==> src/rtl/img_pkg.sv <==
// Shared frame-buffer definitions: image geometry, reply codes and
// the state type of the UART upload controller.
package img_pkg;

    localparam int unsigned IMG_W  = 640;
    localparam int unsigned IMG_H  = 480;
    localparam int unsigned NPIX   = IMG_W * IMG_H;
    localparam int unsigned ADDR_W = 19;

    localparam logic [7:0] ACK = 8'h06;
    localparam logic [7:0] NAK = 8'h15;

    typedef enum logic [1:0] {
        ST_IDLE,
        ST_SYNC1,
        ST_LOAD,
        ST_REPLY
    } loader_state_t;

endpackage

==> src/rtl/uart_frame_loader.sv <==
// UART upload controller: waits for a two-byte sync header, writes one
// frame of pixels to sequential buffer addresses, then replies ACK, or
// NAK if the pixel stream goes quiet for too long.
module uart_frame_loader #(
    parameter int unsigned IMG_W       = img_pkg::IMG_W,
    parameter int unsigned IMG_H       = img_pkg::IMG_H,
    parameter logic [7:0]  SYNC0       = 8'hA5,
    parameter logic [7:0]  SYNC1       = 8'h5A,
    parameter int unsigned TIMEOUT_CYC = 1_000_000
) (
    input  logic        clk,
    input  logic        rst,
    input  logic [7:0]  rx_data,
    input  logic        rx_valid,
    input  logic        abort,
    input  logic        tx_ready,
    output logic [7:0]  tx_data,
    output logic        tx_valid,
    output logic        buf_we,
    output logic [18:0] buf_addr,
    output logic [7:0]  buf_data,
    output logic        busy,
    output logic        frame_done,
    output logic        timeout_err
);
    import img_pkg::*;

    localparam int unsigned FRAME_PIX = IMG_W * IMG_H;
    localparam int unsigned IDLE_W    = (TIMEOUT_CYC > 1) ? $clog2(TIMEOUT_CYC) : 1;
    localparam logic [ADDR_W-1:0] LAST_ADDR = ADDR_W'(FRAME_PIX - 1);
    localparam logic [IDLE_W-1:0] TO_LAST   = IDLE_W'(TIMEOUT_CYC - 1);

    loader_state_t     state, state_next;
    logic [ADDR_W-1:0] pixel_cnt, pixel_next;
    logic [IDLE_W-1:0] idle_cnt, idle_next;
    logic              wr_pix;
    logic              last_pix;
    logic              tmo_fire;
    logic [7:0]        reply_next;

    // Next-state decode plus the per-cycle write/done/timeout events.
    always_comb begin
        state_next = state;
        pixel_next = pixel_cnt;
        idle_next  = '0;
        wr_pix     = 1'b0;
        last_pix   = 1'b0;
        tmo_fire   = 1'b0;
        reply_next = tx_data;

        case (state)
            ST_IDLE: begin
                if (rx_valid && rx_data == SYNC0) begin
                    state_next = ST_SYNC1;
                end
            end

            ST_SYNC1: begin
                if (rx_valid) begin
                    if (rx_data == SYNC1) begin
                        state_next = ST_LOAD;
                        pixel_next = '0;
                    end else if (rx_data != SYNC0) begin
                        state_next = ST_IDLE;
                    end
                end
            end

            ST_LOAD: begin
                // A byte arriving on the terminal idle count still wins.
                if (rx_valid) begin
                    wr_pix     = 1'b1;
                    pixel_next = pixel_cnt + 1'b1;
                    if (pixel_cnt == LAST_ADDR) begin
                        last_pix   = 1'b1;
                        reply_next = ACK;
                        state_next = ST_REPLY;
                    end
                end else if (idle_cnt == TO_LAST) begin
                    tmo_fire   = 1'b1;
                    reply_next = NAK;
                    state_next = ST_REPLY;
                end else begin
                    idle_next = idle_cnt + 1'b1;
                end
            end

            ST_REPLY: begin
                if (tx_valid && tx_ready) begin
                    state_next = ST_IDLE;
                end
            end

            default: state_next = ST_IDLE;
        endcase

        // Abort overrides everything decoded above, including a byte
        // arriving in the same cycle.
        if (abort) begin
            state_next = ST_IDLE;
            pixel_next = pixel_cnt;
            idle_next  = '0;
            wr_pix     = 1'b0;
            last_pix   = 1'b0;
            tmo_fire   = 1'b0;
            reply_next = tx_data;
        end
    end

    // State, counters and all registered outputs.
    always_ff @(posedge clk) begin
        if (rst) begin
            state       <= ST_IDLE;
            pixel_cnt   <= '0;
            idle_cnt    <= '0;
            tx_data     <= '0;
            tx_valid    <= 1'b0;
            buf_we      <= 1'b0;
            buf_addr    <= '0;
            buf_data    <= '0;
            busy        <= 1'b0;
            frame_done  <= 1'b0;
            timeout_err <= 1'b0;
        end else begin
            state       <= state_next;
            pixel_cnt   <= pixel_next;
            idle_cnt    <= idle_next;
            tx_data     <= reply_next;
            // tx_valid trails REPLY entry by a cycle, so it rises one cycle
            // after frame_done / timeout_err and drops on the handshake.
            tx_valid    <= (state == ST_REPLY) && (state_next == ST_REPLY);
            buf_we      <= wr_pix;
            busy        <= (state_next != ST_IDLE);
            frame_done  <= last_pix;
            timeout_err <= tmo_fire;
            if (wr_pix) begin
                buf_addr <= pixel_cnt;
                buf_data <= rx_data;
            end
        end
    end

endmodule

==> config.mk <==
export PLATFORM = sky130hd
export DESIGN_NAME = uart_frame_loader
export DESIGN_NICKNAME = d
export VERILOG_FILES = /design/src/rtl/img_pkg.sv /design/src/rtl/uart_frame_loader.sv
export SDC_FILE = /design/constraint.sdc
export NUM_CORES = 1
export LEC_CHECK = 0
export CAP_MARGIN = 20
export CELL_PAD_IN_SITES_DETAIL_PLACEMENT = 2
export CELL_PAD_IN_SITES_GLOBAL_PLACEMENT = 2
export CORE_MARGIN = 4
export CORE_UTILIZATION = 35
export DETAILED_ROUTE_END_ITERATION = 7
export PLACE_DENSITY = 0.87
export SLEW_MARGIN = 5
export SYNTH_ARGS = -nofsm -noshare
export SYNTH_HDL_FRONTEND = slang
export SYNTH_SLANG_ARGS = --single-unit
export TNS_END_PERCENT = 50
==> constraint.sdc <==
create_clock -name clk -period 5.8 [get_ports clk]
set_input_delay 1.16 -clock clk [delete_from_list [all_inputs] [get_ports clk]]
set_output_delay 1.16 -clock clk [all_outputs]
set_load 0.05 [all_outputs]
==> results of run 1 <==
-- synth_stat cells, types with 7 or more instances --
cell	n
nand2_1	84
o2111ai_1	10
nand4_1	14
mux2i_1	7
a21oi_1	36
a2111o_1	10
dfxtp_1	76
xor2_1	11
clkbuf_1	16
nand3_1	16
nor2_1	21
nand2b_1	9
-- worst paths after layout --
kind	from	to	slack (ns)	depth (start not counted)
max	rx_valid	pixel_cnt[16]$_SDFFE_PP0P_	2.60	6
min	idle_cnt[0]$_SDFF_PP0_	idle_cnt[0]$_SDFF_PP0_	0.45	1
max reg2reg	state[0]$_SDFF_PP0_	pixel_cnt[16]$_SDFFE_PP0P_	3.57	5
min reg2reg	idle_cnt[0]$_SDFF_PP0_	idle_cnt[0]$_SDFF_PP0_	0.45	1
-- flip-flops by register name, summed over array words and instances (netlist names), 2 cells and up --
name       count
tx_data        3
idle_cnt      20
buf_data       8
state          2
pixel_cnt     19
buf_addr      19
-- power by group --
part	internal, µW	total (µW)	switching [µW]
combinational	10.6	33.2	22.6
clock	208	396	187
sequential	521	521	0.0190
-- routing by layer --
layer | GRT usage [%] | vias up
li1 | - | 1517
met4 | 5.95 | 0
met1 | 21.4 | 1594
met2 | 33.4 | 47
met3 | 3.94 | 15
met5 | 0 | -
-- logic make-up (layout without fill, tap and decap cells) --
group | after synthesis | in the layout | synth area share, %
compound gates | 83 | 83 | 16.9
buf+inv | 39 | 72 | 6.59
fa+ha+maj | 2 | 2 | 0.712
mux | 7 | 7 | 1.99
xor+xnor | 12 | 12 | 2.99
flops | 76 | 76 | 43.3
other cells | 1 | 4 | 0.107
simple gates | 187 | 187 | 27.4
-- final cells by class --
cell class / count / area [µm²] / area share, %
Timing Repair Buffer: 52 / 523 / 12.5
Sequential cell: 76 / 1520 / 36.3
Multi-Input combinational cell: 295 / 1780 / 42.4
Inverter: 5 / 18.8 / 0.448
Clock buffer: 13 / 149 / 3.55
Tap cell: 133 / 166 / 3.97
Clock inverter: 2 / 35.0 / 0.836
-- metrics by stage --
| step | util (%) | setup WS (ns) | power, µW |
|---|---|---|---|
| floorplan | - | 2.90 | 554 |
| detailed placement | 40.8 | 2.15 | 566 |
| finish | 42.9 | 2.60 | 950 |
| global route | 42.9 | 2.51 | 990 |
| CTS | 42.7 | 2.52 | 964 |
| global placement | 40.8 | 2.29 | 565 |
-- critical path, cell delays in order --
cell and delay (ns):
clkdlybuf4s50_1 0.65, inv_1 0.15, or3_2 0.71, buf_12 0.26, a211oi_1 0.31, mux2i_1 0.23
==> flow_summary.toml, run 1 <==
[status]
status = "complete, no violations"

[clock_tree]
cts_tree = "done"
clock_latency_ns = 0.36
clock_tree.root_cell = "clkbuf_8"
clock_sinks = 76
cts-resized-gates = 0
max-clock-path-buffers = 2
cts_buffers = 9
cts-htree-levels = 3
postCtsHoldBufs = 0
cts.clk_slew.worst_paths_ns = 0.07
cts_setup_buffers = 0

[drt]
vias_per_cell = 5.51
highest_layer = "met4"
drtPass1Iterations = 4
vias = 3173
ant_nets = 0
drt_iter0_drc = 118
route.detailed.drc = 0
wl_per_cell_um = 18.0
wl_met2_um = 5450
drt-total-wl_um = 10400
wl_met3_um = 251
met1_length_um = 4490

[worst_setup_path]
worstSetupStartpointType = "primary input"
crit_type = "in -> reg"
cp-end-kind = "flip-flop"
cp.required_ns = 6.09
crit_fanout = 39
arrival_ns = 3.49

[cells_and_area]
fin_cells = 576
drive_gt1_share_pct = 7.00
fillerInstances = 1094
design_area_mm2 = 0.00419
final_common_cell = "nand2_1"
syn_to_final_growth_pct = 19.3
antenna_cells = 0
fin_nets = 454
mostFrequentLayoutCells = "nand2_1 (84), dfxtp_1 (76), clkdlybuf4s50_1 (48)"

[timing]
hold_ws_ns = 0.447
fin_skew_ns = 0.0119
fin_crit_ns = 3.20
slew_violations = 0
fin_setup_tns_ns = 0
hold_viol = 0
period_share_pct = 55.2
rsz0062_at_grt = "false"
slew_headroom_pct = 28.5
fmax_mhz = 312
worst_pin_slew_ns = 1.06
setup_viol = 0

[global_routing]
first_global_vias = 3366
grt_max_degree = 59
grt.total_usage_pct = 18.4
antenna_found_initial = 0
grt_pass1_wl_um = 17100
grt_overflow_total = 0

[synth]
synthesis.instances = 407
synth_flop_cell = "dfxtp_1"
synthesis.area_mm2 = 0.00351
synth.distinct_cells = 56
yosys_warnings = 0
synth_top_area_share_pct = 43.3
synth_edf_count = 0
ys_seq_area_share_pct = 43.3
synthTopCellsByArea = "dfxtp_1 (43%), nand2_1 (9.0%), a21oi_1 (5.1%), a2111o_1 (3.2%), xor2_1 (2.7%)"
avgSynthCellArea_um2 = 8.63
ys_ff_latch = 76
ys_async_sr_fraction_pct = 0
synth_top_cell_by_area = "dfxtp_1"

[power_and_ir_drop]
p_per_area_mw_per_mm2 = 227
p_leak_uw = 0.00135
ir_worst_vdd_v = 0.000206

[die]
dieArea_mm2 = 0.0117
start_util_pct = 35.9
ios = 53
fp.dieH_um = 108
design.core.area_mm2 = 0.00977
die_x_um = 108
placementRows = 36

[placement]
dpl_cell_area_mm2 = 0.00399
gp_congestion = 0.773
io_buffers = 48
hpwlAfterDp_um = 7120
placed_cells = 560

[flow_run]
maxCapViolations = 0

[min_path]
hp-class = "reg -> reg"
Note: power is estimated with default switching activity, not from simulation.
==> run 2: changes to the inputs <==
Settings changed: CORE_UTILIZATION 35 to 29, PLACE_DENSITY 0.87 to 0.77.
Clock period 5.8 ns to 2.9 ns, I/O delays scaled along.
==> flow_summary.toml, run 2 (synthesis gave the netlist of run 1 again) <==
[cells_and_area]
fin_nets = 464
final_util_pct = 38.3
antenna_cells = 0
largest_reg_flops = 20
final_common_cell = "nand2_1"
mostFrequentLayoutCells = "nand2_1 (84), dfxtp_1 (76), clkdlybuf4s50_1 (48)"
reg_top3 = "idle_cnt: 20 flops, buf_addr: 19 flops, pixel_cnt: 19 flops"
syn_to_final_growth_pct = 26.6
drive_gt1_share_pct = 9.69
largest-register = "idle_cnt"

[worst_setup_path]
arrival_ns = 2.75
worst_r2r_endpoint = "pixel_cnt[14]$_SDFFE_PP0P_"
worstReg2RegStart = "state[0]$_SDFF_PP0_"
cp.required_ns = 3.16
crit_fanout = 27
cp-end-kind = "flip-flop"
crit_slowest_cell = "or4_4"
reg2reg_slack_ns = 0.76
worstPathCellList = "clkdlybuf4s50_1 > or3b_1 > or4_4 > a211oi_1 > mux2i_1"
crit_family = "simple AND/OR/NAND/NOR gates"
critPathBufInv = 1
crit_type = "in -> reg"
worstSetupStartpointType = "primary input"
crit_path_max_incr_delay_ns = 0.67
rr_worst_depth = 4

[timing]
fmax_mhz = 401
period_share_pct = 85.9
rsz0062_at_grt = "false"
setup_viol = 0
fin_setup_tns_ns = 0
slew_headroom_pct = 52.1
fin_crit_ns = 2.49
worst_pin_slew_ns = 0.718
fin_skew_ns = 0.00722
hold_viol = 0
slew_violations = 0

[drt]
vias_per_cell = 5.35
drt-total-wl_um = 10800
wl_per_cell_um = 18.1
drt_iter0_drc = 162
ant_nets = 0
drtPass1Iterations = 4
route.detailed.drc = 0
vias = 3191

[die]
die_x_um = 118
fp.dieH_um = 118
start_util_pct = 30.3
design.core.area_mm2 = 0.0116
dieArea_mm2 = 0.0139
placementRows = 39
ios = 53

[power_and_ir_drop]
ir_worst_vdd_v = 0.000381
p_int_uw = 1960
combPwrFrac_pct = 3.0
p_leak_uw = 0.00147
p_per_area_mw_per_mm2 = 548
swShare_pct = 19.7
clkPwrFrac_pct = 54.2
seqPwrFrac_pct = 42.8
power_switching_uw = 482
finalPower_uw = 2440

[clock_tree]
max-clock-path-buffers = 2
cts_tree = "done"
postCtsHoldBufs = 0
cts_setup_buffers = 0
clock_latency_ns = 0.34
cts.clk_slew.worst_paths_ns = 0.06
clock_tree.root_cell = "clkbuf_16"
cts_buffers = 9
cts-resized-gates = 0
cts-htree-levels = 3
clock_sinks = 76

[global_routing]
busiest_layer = "met2"
antenna_found_initial = 0
grt_use_met2_pct = 27.8
met1_usage_pct = 19.8
grt_pass1_wl_um = 18500
use_met3_pct = 3.89
grt_overflow_total = 0
grt.total_usage_pct = 16.2
grt_max_degree = 36
first_global_vias = 3527

[status]
status = "complete, no violations"

[min_path]
whs_path_depth = 1
min_to = "idle_cnt[0]$_SDFF_PP0_"
hp-class = "reg -> reg"
hold_path.startpoint = "idle_cnt[0]$_SDFF_PP0_"

[placement]
gp_congestion = 0.749
io_buffers = 48
hpwlAfterDp_um = 7400

[flow_run]
maxCapViolations = 0
==> run 2: worst max path at each step <==
stage                           from                    endpoint  cells after the start
final                     rx_data[1]  pixel_cnt[14]$_SDFFE_PP0P_                      5
after global routing      rx_data[1]  pixel_cnt[14]$_SDFFE_PP0P_                      5
after CTS                 rx_data[1]  pixel_cnt[14]$_SDFFE_PP0P_                      5
after detailed placement  rx_data[1]  pixel_cnt[14]$_SDFFE_PP0P_                      5
after global placement    rx_data[1]  pixel_cnt[13]$_SDFFE_PP0P_                      5
after floorplan           rx_data[0]  pixel_cnt[10]$_SDFFE_PP0P_                      7
==> run 2: power groups by stage <==
stage	logic, µW	registers, µW	clock network [µW]
after floorplan	41.0	1070	0
after global placement	70.6	1070	0
after detailed placement	72.8	1070	0
after CTS	73.3	1040	1360
after global routing	79.0	1040	1410
final	73.1	1040	1320
==> run 2: layout make-up <==
cell class                 count  area, µm²
multi-input combinational    295       1780
sequential                    76       1520
clock inverter                 4       95.1
clock buffer                  12        256
timing repair buffer          62        598
fill                        1298       7170
inverter                       5       18.8
tap                          143        179
==> run 2: stage by stage <==
step           setup WS, ns  cell area (µm²)  hold slack [ns]  cells
2_1_floorplan         0.581             3520            0.413    410
3_3_place_gp          0.170             4100            0.421    581
3_5_place_dp         0.0694             4100            0.446    581
4_1_cts               0.414             4450            0.454    597
5_1_grt               0.279             4450            0.475    597
6_report              0.408             4450            0.448    597
==> run 2: layer usage <==
layer / wire, µm / vias up
li1: - / 1540
met1: 4820 / 1587
met2: 5500 / 49
met3: 328 / 15
met4: 162 / 0
met5: 0 / -
==> patch 1: new RTL, settings of run 2 <==
`tx_data` no longer has a reset.
--- a/src/rtl/uart_frame_loader.sv
+++ b/src/rtl/uart_frame_loader.sv
@@ -114,5 +114,4 @@
             pixel_cnt   <= '0;
             idle_cnt    <= '0;
-            tx_data     <= '0;
             tx_valid    <= 1'b0;
             buf_we      <= 1'b0;
@@ -126,5 +125,4 @@
             pixel_cnt   <= pixel_next;
             idle_cnt    <= idle_next;
-            tx_data     <= reply_next;
             // tx_valid trails REPLY entry by a cycle, so it rises one cycle
             // after frame_done / timeout_err and drops on the handshake.
@@ -141,4 +139,8 @@
     end
 
+    always_ff @(posedge clk) begin
+        tx_data <= reply_next;
+    end
+
 endmodule
 
Check against the original RTL: same outputs for any inputs over 10 cycles, from zero or initial values and one cycle with rst high; that may be too few to reach the edited logic, so the function may still have changed.
==> patch 1 against run 2 <==
  * Setup slack got worse by 0.052 ns
  * Wire length fell by 11%
  * Total power rose by 1.1%
  * Synthesized area fell by 6.2%
  * Global-route usage fell by 0.58 points
  * Design area fell by 2.3%
  * Critical endpoint is now pixel_cnt[16]
  * Sequential cell count fell by 1
  * Sequential share of layout area rose by 0.79 points
==> patch 1: results (changes against run 2) <==
set qor(outcome) {complete, no violations} ;# unchanged
set qor(synth_edf_count) 2 ;# was 0
set qor(via_count_of_the_first_global_routing_pass) 3243 ;# was 3527
set qor(cp-endpoint) {pixel_cnt[16]} ;# was pixel_cnt[14]
set qor(crit_path_top_delay_cell) {sky130_fd_sc_hd__or4b_1} ;# was sky130_fd_sc_hd__or4_4
set qor(tapCellCount) 140 ;# was 143
set qor(inv_count) 12 ;# was 5
set qor(placedCellCount) 580 ;# was 581
set qor(total_leakage_power_nw) 1.42 ;# was 1.47 nW
set qor(vias_per_cell) 4.98 ;# was 5.35
set qor(track_usage) 0.156 ;# was 0.162
set qor(met2_length_mm) 5.16 ;# was 5.50 mm
set qor(clock-skew-final_ns) 0.00627 ;# was 0.00722 ns
set qor(ys_types) 50 ;# was 56
set qor(max_stage_delay_ns) 0.52 ;# was 0.67 ns
set qor(cp_data_arrival_time_ns) 2.81 ;# was 2.75 ns
set qor(hold_path_depth) 2 ;# was 1
set qor(numPortBuffers) 47 ;# was 48
set qor(seq-cell-share) 0.350 ;# was 0.342
set qor(grt_use_met3) 0.0381 ;# was 0.0389
set qor(multi_input_area_share) 0.376 ;# was 0.400
set qor(clkCellAreaFrac) 0.0823 ;# was 0.0791
set qor(detailed_place.area_mm2) 0.00399 ;# was 0.00410 mm2
set qor(hold_start) {buf_addr[5]} ;# was idle_cnt[0]
set qor(routed_wl_mm) 9.63 ;# was 10.8 mm
set qor(globalRouteMet1Util) 0.175 ;# was 0.198
set qor(regToRegSetupSlack_ns) 0.56 ;# was 0.76 ns
set qor(drt_pass1_iterations) 4 ;# unchanged
set qor(power_switching_uw) 476 ;# was 482 uW
set qor(final-nonclk-buf-share) 0.141 ;# was 0.134
set qor(multi_input_cells) 287 ;# was 295
set qor(r2r.worst_path.cells) 7 ;# was 4
set qor(comb_power_share) 0.028 ;# was 0.030
set qor(tritoncts_num_sinks) 75 ;# was 76
set qor(intPower_mw) 1.99 ;# was 1.96 mW
set qor(place_hpwl_mm) 6.98 ;# was 7.40 mm
set qor(finish.net_count) 470 ;# was 464
set qor(synthToLayoutAreaGrowth_pct) 31.8 ;# was 26.6%
set qor(gpl.final_weighted_congestion) 0.763 ;# was 0.749
set qor(met3RoutedLength_um) 314 ;# was 328 um
set qor(use_met2) 0.283 ;# was 0.278
set qor(pwr-share-clk) 0.552 ;# was 0.542
set qor(synth_common_cells) {sky130_fd_sc_hd__dfxtp_1 (73), sky130_fd_sc_hd__nand2_1 (68), sky130_fd_sc_hd__a21oi_1 (41)} ;# was sky130_fd_sc_hd__nand2_1 (84), sky130_fd_sc_hd__dfxtp_1 (76), sky130_fd_sc_hd__a21oi_1 (36)
set qor(max_slew.worst_pin.slew_ns) 0.678 ;# was 0.718 ns
set qor(route.detailed.wl_per_inst_um) 16.2 ;# was 18.1 um
set qor(drive_above_1_share) 0.0987 ;# was 0.0969
set qor(synth_sequential_area_ratio) 0.461 ;# was 0.433
set qor(grt_first_pass_wirelength_mm) 16.2 ;# was 18.5 mm
set qor(final.fill_count) 1251 ;# was 1298
set qor(initialDrtViolationCount) 80 ;# was 162
[patch 1: changes by cell type in the layout (fill, tap and decap cells not counted), sizes merged, moves of 7 or more]
cell     delta
o2111ai    -10
xnor2      +12
nand2      -16
a2111o     -10
nor2       +19
nand2b      -8
inv         +7
[patch 1: cells by family after synthesis]
| family | Yosys count | synth area share |
|---|---|---|
| other cells | 2 | 0.00228 |
| compound gates | 62 | 0.110 |
| buf+inv | 34 | 0.0463 |
| flops | 75 | 0.461 |
| mux | 1 | 0.00304 |
| xor+xnor | 26 | 0.0691 |
| simple gates | 187 | 0.285 |
| fa+ha+maj | 6 | 0.0228 |
[patch 1: metrics by stage]
step / setup TNS, ns / hold slack (ns)
final: 0 / 0.454
after global routing: 0 / 0.481
after CTS: 0 / 0.461
after detailed placement: -0.0126 / 0.452
after global placement: 0 / 0.442
after floorplan: 0 / 0.430
==> patch 2: new RTL, flow settings as in run 2 <==
Made on the original files. `SYNC0`: 8'hA5 -> 8'h7B.
--- a/src/rtl/uart_frame_loader.sv
+++ b/src/rtl/uart_frame_loader.sv
@@ -5,5 +5,5 @@
     parameter int unsigned IMG_W       = img_pkg::IMG_W,
     parameter int unsigned IMG_H       = img_pkg::IMG_H,
-    parameter logic [7:0]  SYNC0       = 8'hA5,
+    parameter logic [7:0]  SYNC0       = 8'h7B,
     parameter logic [7:0]  SYNC1       = 8'h5A,
     parameter int unsigned TIMEOUT_CYC = 1_000_000
Behaviour: not the same (a bounded check fails within 4 cycles, from zero or initial values and one cycle with rst high).
==> patch 2 against run 2 <==
  * Worst hold slack better by 0.0059 ns
  * Critical endpoint is now pixel_cnt[12]
  * Via count shrank 0.38%
  * Design area grew 0.25%
  * Combinational power shrank 11%
  * Synthesized area up 1.3%
  * Wire length down 3.6%
  * Setup slack improved by 0.12 ns
  * Largest cell class unchanged
  * Total power fell by 8.2%
  * Sequential cell count unchanged
==> patch 2: results (changes against run 2) <==
set qor(outcome) {complete, no violations} ;# unchanged
set qor(cp_data_arrival_time_ns) 2.63 ;# was 2.75 ns
set qor(final-nonclk-buf-share) 0.122 ;# was 0.134
set qor(globalRouteMet1Util) 0.190 ;# was 0.198
set qor(synthesized_area_fraction_occupied_by_ao_oa_aoi_and_oai_cells) 0.136 ;# was 0.169
set qor(track_usage) 0.151 ;# was 0.162
set qor(grt_use_met3) 0.0383 ;# was 0.0389
set qor(hold_start) {buf_data[2]} ;# was idle_cnt[0]
set qor(muxShareOfSynthArea) 0.0450 ;# was 0.0199
set qor(peakVddDrop_v) 0.000246 ;# was 0.000381 V
set qor(vias_per_cell) 5.25 ;# was 5.35
set qor(critPathMaxFanout) 54 ;# was 27
set qor(worst_r2r_endpoint) {idle_cnt[3]} ;# was pixel_cnt[14]
set qor(max_stage_delay_ns) 0.51 ;# was 0.67 ns
set qor(hold_path_depth) 2 ;# was 1
set qor(final.fill_count) 1339 ;# was 1298
set qor(use_met2) 0.253 ;# was 0.278
set qor(multi_input_area_share) 0.421 ;# was 0.400
set qor(clock-skew-final_ns) 0.00763 ;# was 0.00722 ns
set qor(drive_above_1_share) 0.0852 ;# was 0.0969
set qor(synth_sequential_area_ratio) 0.428 ;# was 0.433
set qor(finish.net_count) 468 ;# was 464
set qor(pin_count_of_the_biggest_net_entering_global_routing) 55 ;# was 36
set qor(crit_path_top_delay_cell) {sky130_fd_sc_hd__a2111oi_1} ;# was sky130_fd_sc_hd__or4_4
set qor(multi_input_cells) 303 ;# was 295
set qor(crit-reg2reg-launch) {idle_cnt[8]} ;# was state[0]
set qor(place_hpwl_mm) 7.13 ;# was 7.40 mm
set qor(hold_end) {buf_data[2]} ;# was idle_cnt[0]
set qor(ys_top_cells_by_area) {sky130_fd_sc_hd__dfxtp_1 (43%), sky130_fd_sc_hd__nand2_1 (7.8%), sky130_fd_sc_hd__a21oi_1 (5.2%)} ;# was sky130_fd_sc_hd__dfxtp_1 (43%), sky130_fd_sc_hd__nand2_1 (9.0%), sky130_fd_sc_hd__a21oi_1 (5.1%)
==> patch 2: through the flow <==
stage / cells / instance area, um2 / util / worst slack [ns]
after floorplan: 417 / 3570 / - / 1.01
after global placement: 589 / 4160 / 0.347 / 0.313
after detailed placement: 589 / 4160 / 0.347 / 0.203
after CTS: 605 / 4460 / 0.371 / 0.553
after global routing: 605 / 4460 / 0.371 / 0.398
final: 605 / 4460 / 0.371 / 0.532
==> patch 2: kinds of logic (layout without fill, tap and decap cells) <==
kind of cell,after synthesis,in the layout
simple gates,197,197
flops,76,76
compound gates,71,71
buf+inv,38,79
mux,16,16
xor+xnor,13,13
fa+ha+maj,2,2
other cells,1,4
==> patch 2: power by group through the flow <==
| stage | Clock, mW | Combinational (mW) | Sequential (mW) |
|---|---|---|---|
| floorplan | 0 | 0.0398 | 1.07 |
| CTS | 1.16 | 0.0658 | 1.04 |
| global placement | 0 | 0.0631 | 1.07 |
| global route | 1.21 | 0.0718 | 1.04 |
| detailed placement | 0 | 0.0655 | 1.07 |
| finish | 1.13 | 0.0652 | 1.04 |
==> patch 2: how the worst max path moves through the flow <==
stage	from	endpoint	slack [ns]
3_5_place_dp	rx_data[2]	pixel_cnt[18]	0.20
6_report	rx_data[2]	pixel_cnt[12]	0.53
4_1_cts	rx_data[7]	pixel_cnt[12]	0.55
5_1_grt	rx_data[2]	pixel_cnt[12]	0.40
2_1_floorplan	rx_data[2]	pixel_cnt[4]	1.01
3_3_place_gp	rx_data[2]	pixel_cnt[18]	0.31
==> patch 2: per-layer routing <==
layer / up-vias / share of wire
li1: 1548 / -
met1: 1576 / 0.47
met2: 47 / 0.48
met3: 8 / 0.033
met4: 0 / 0.011
met5: - / 0
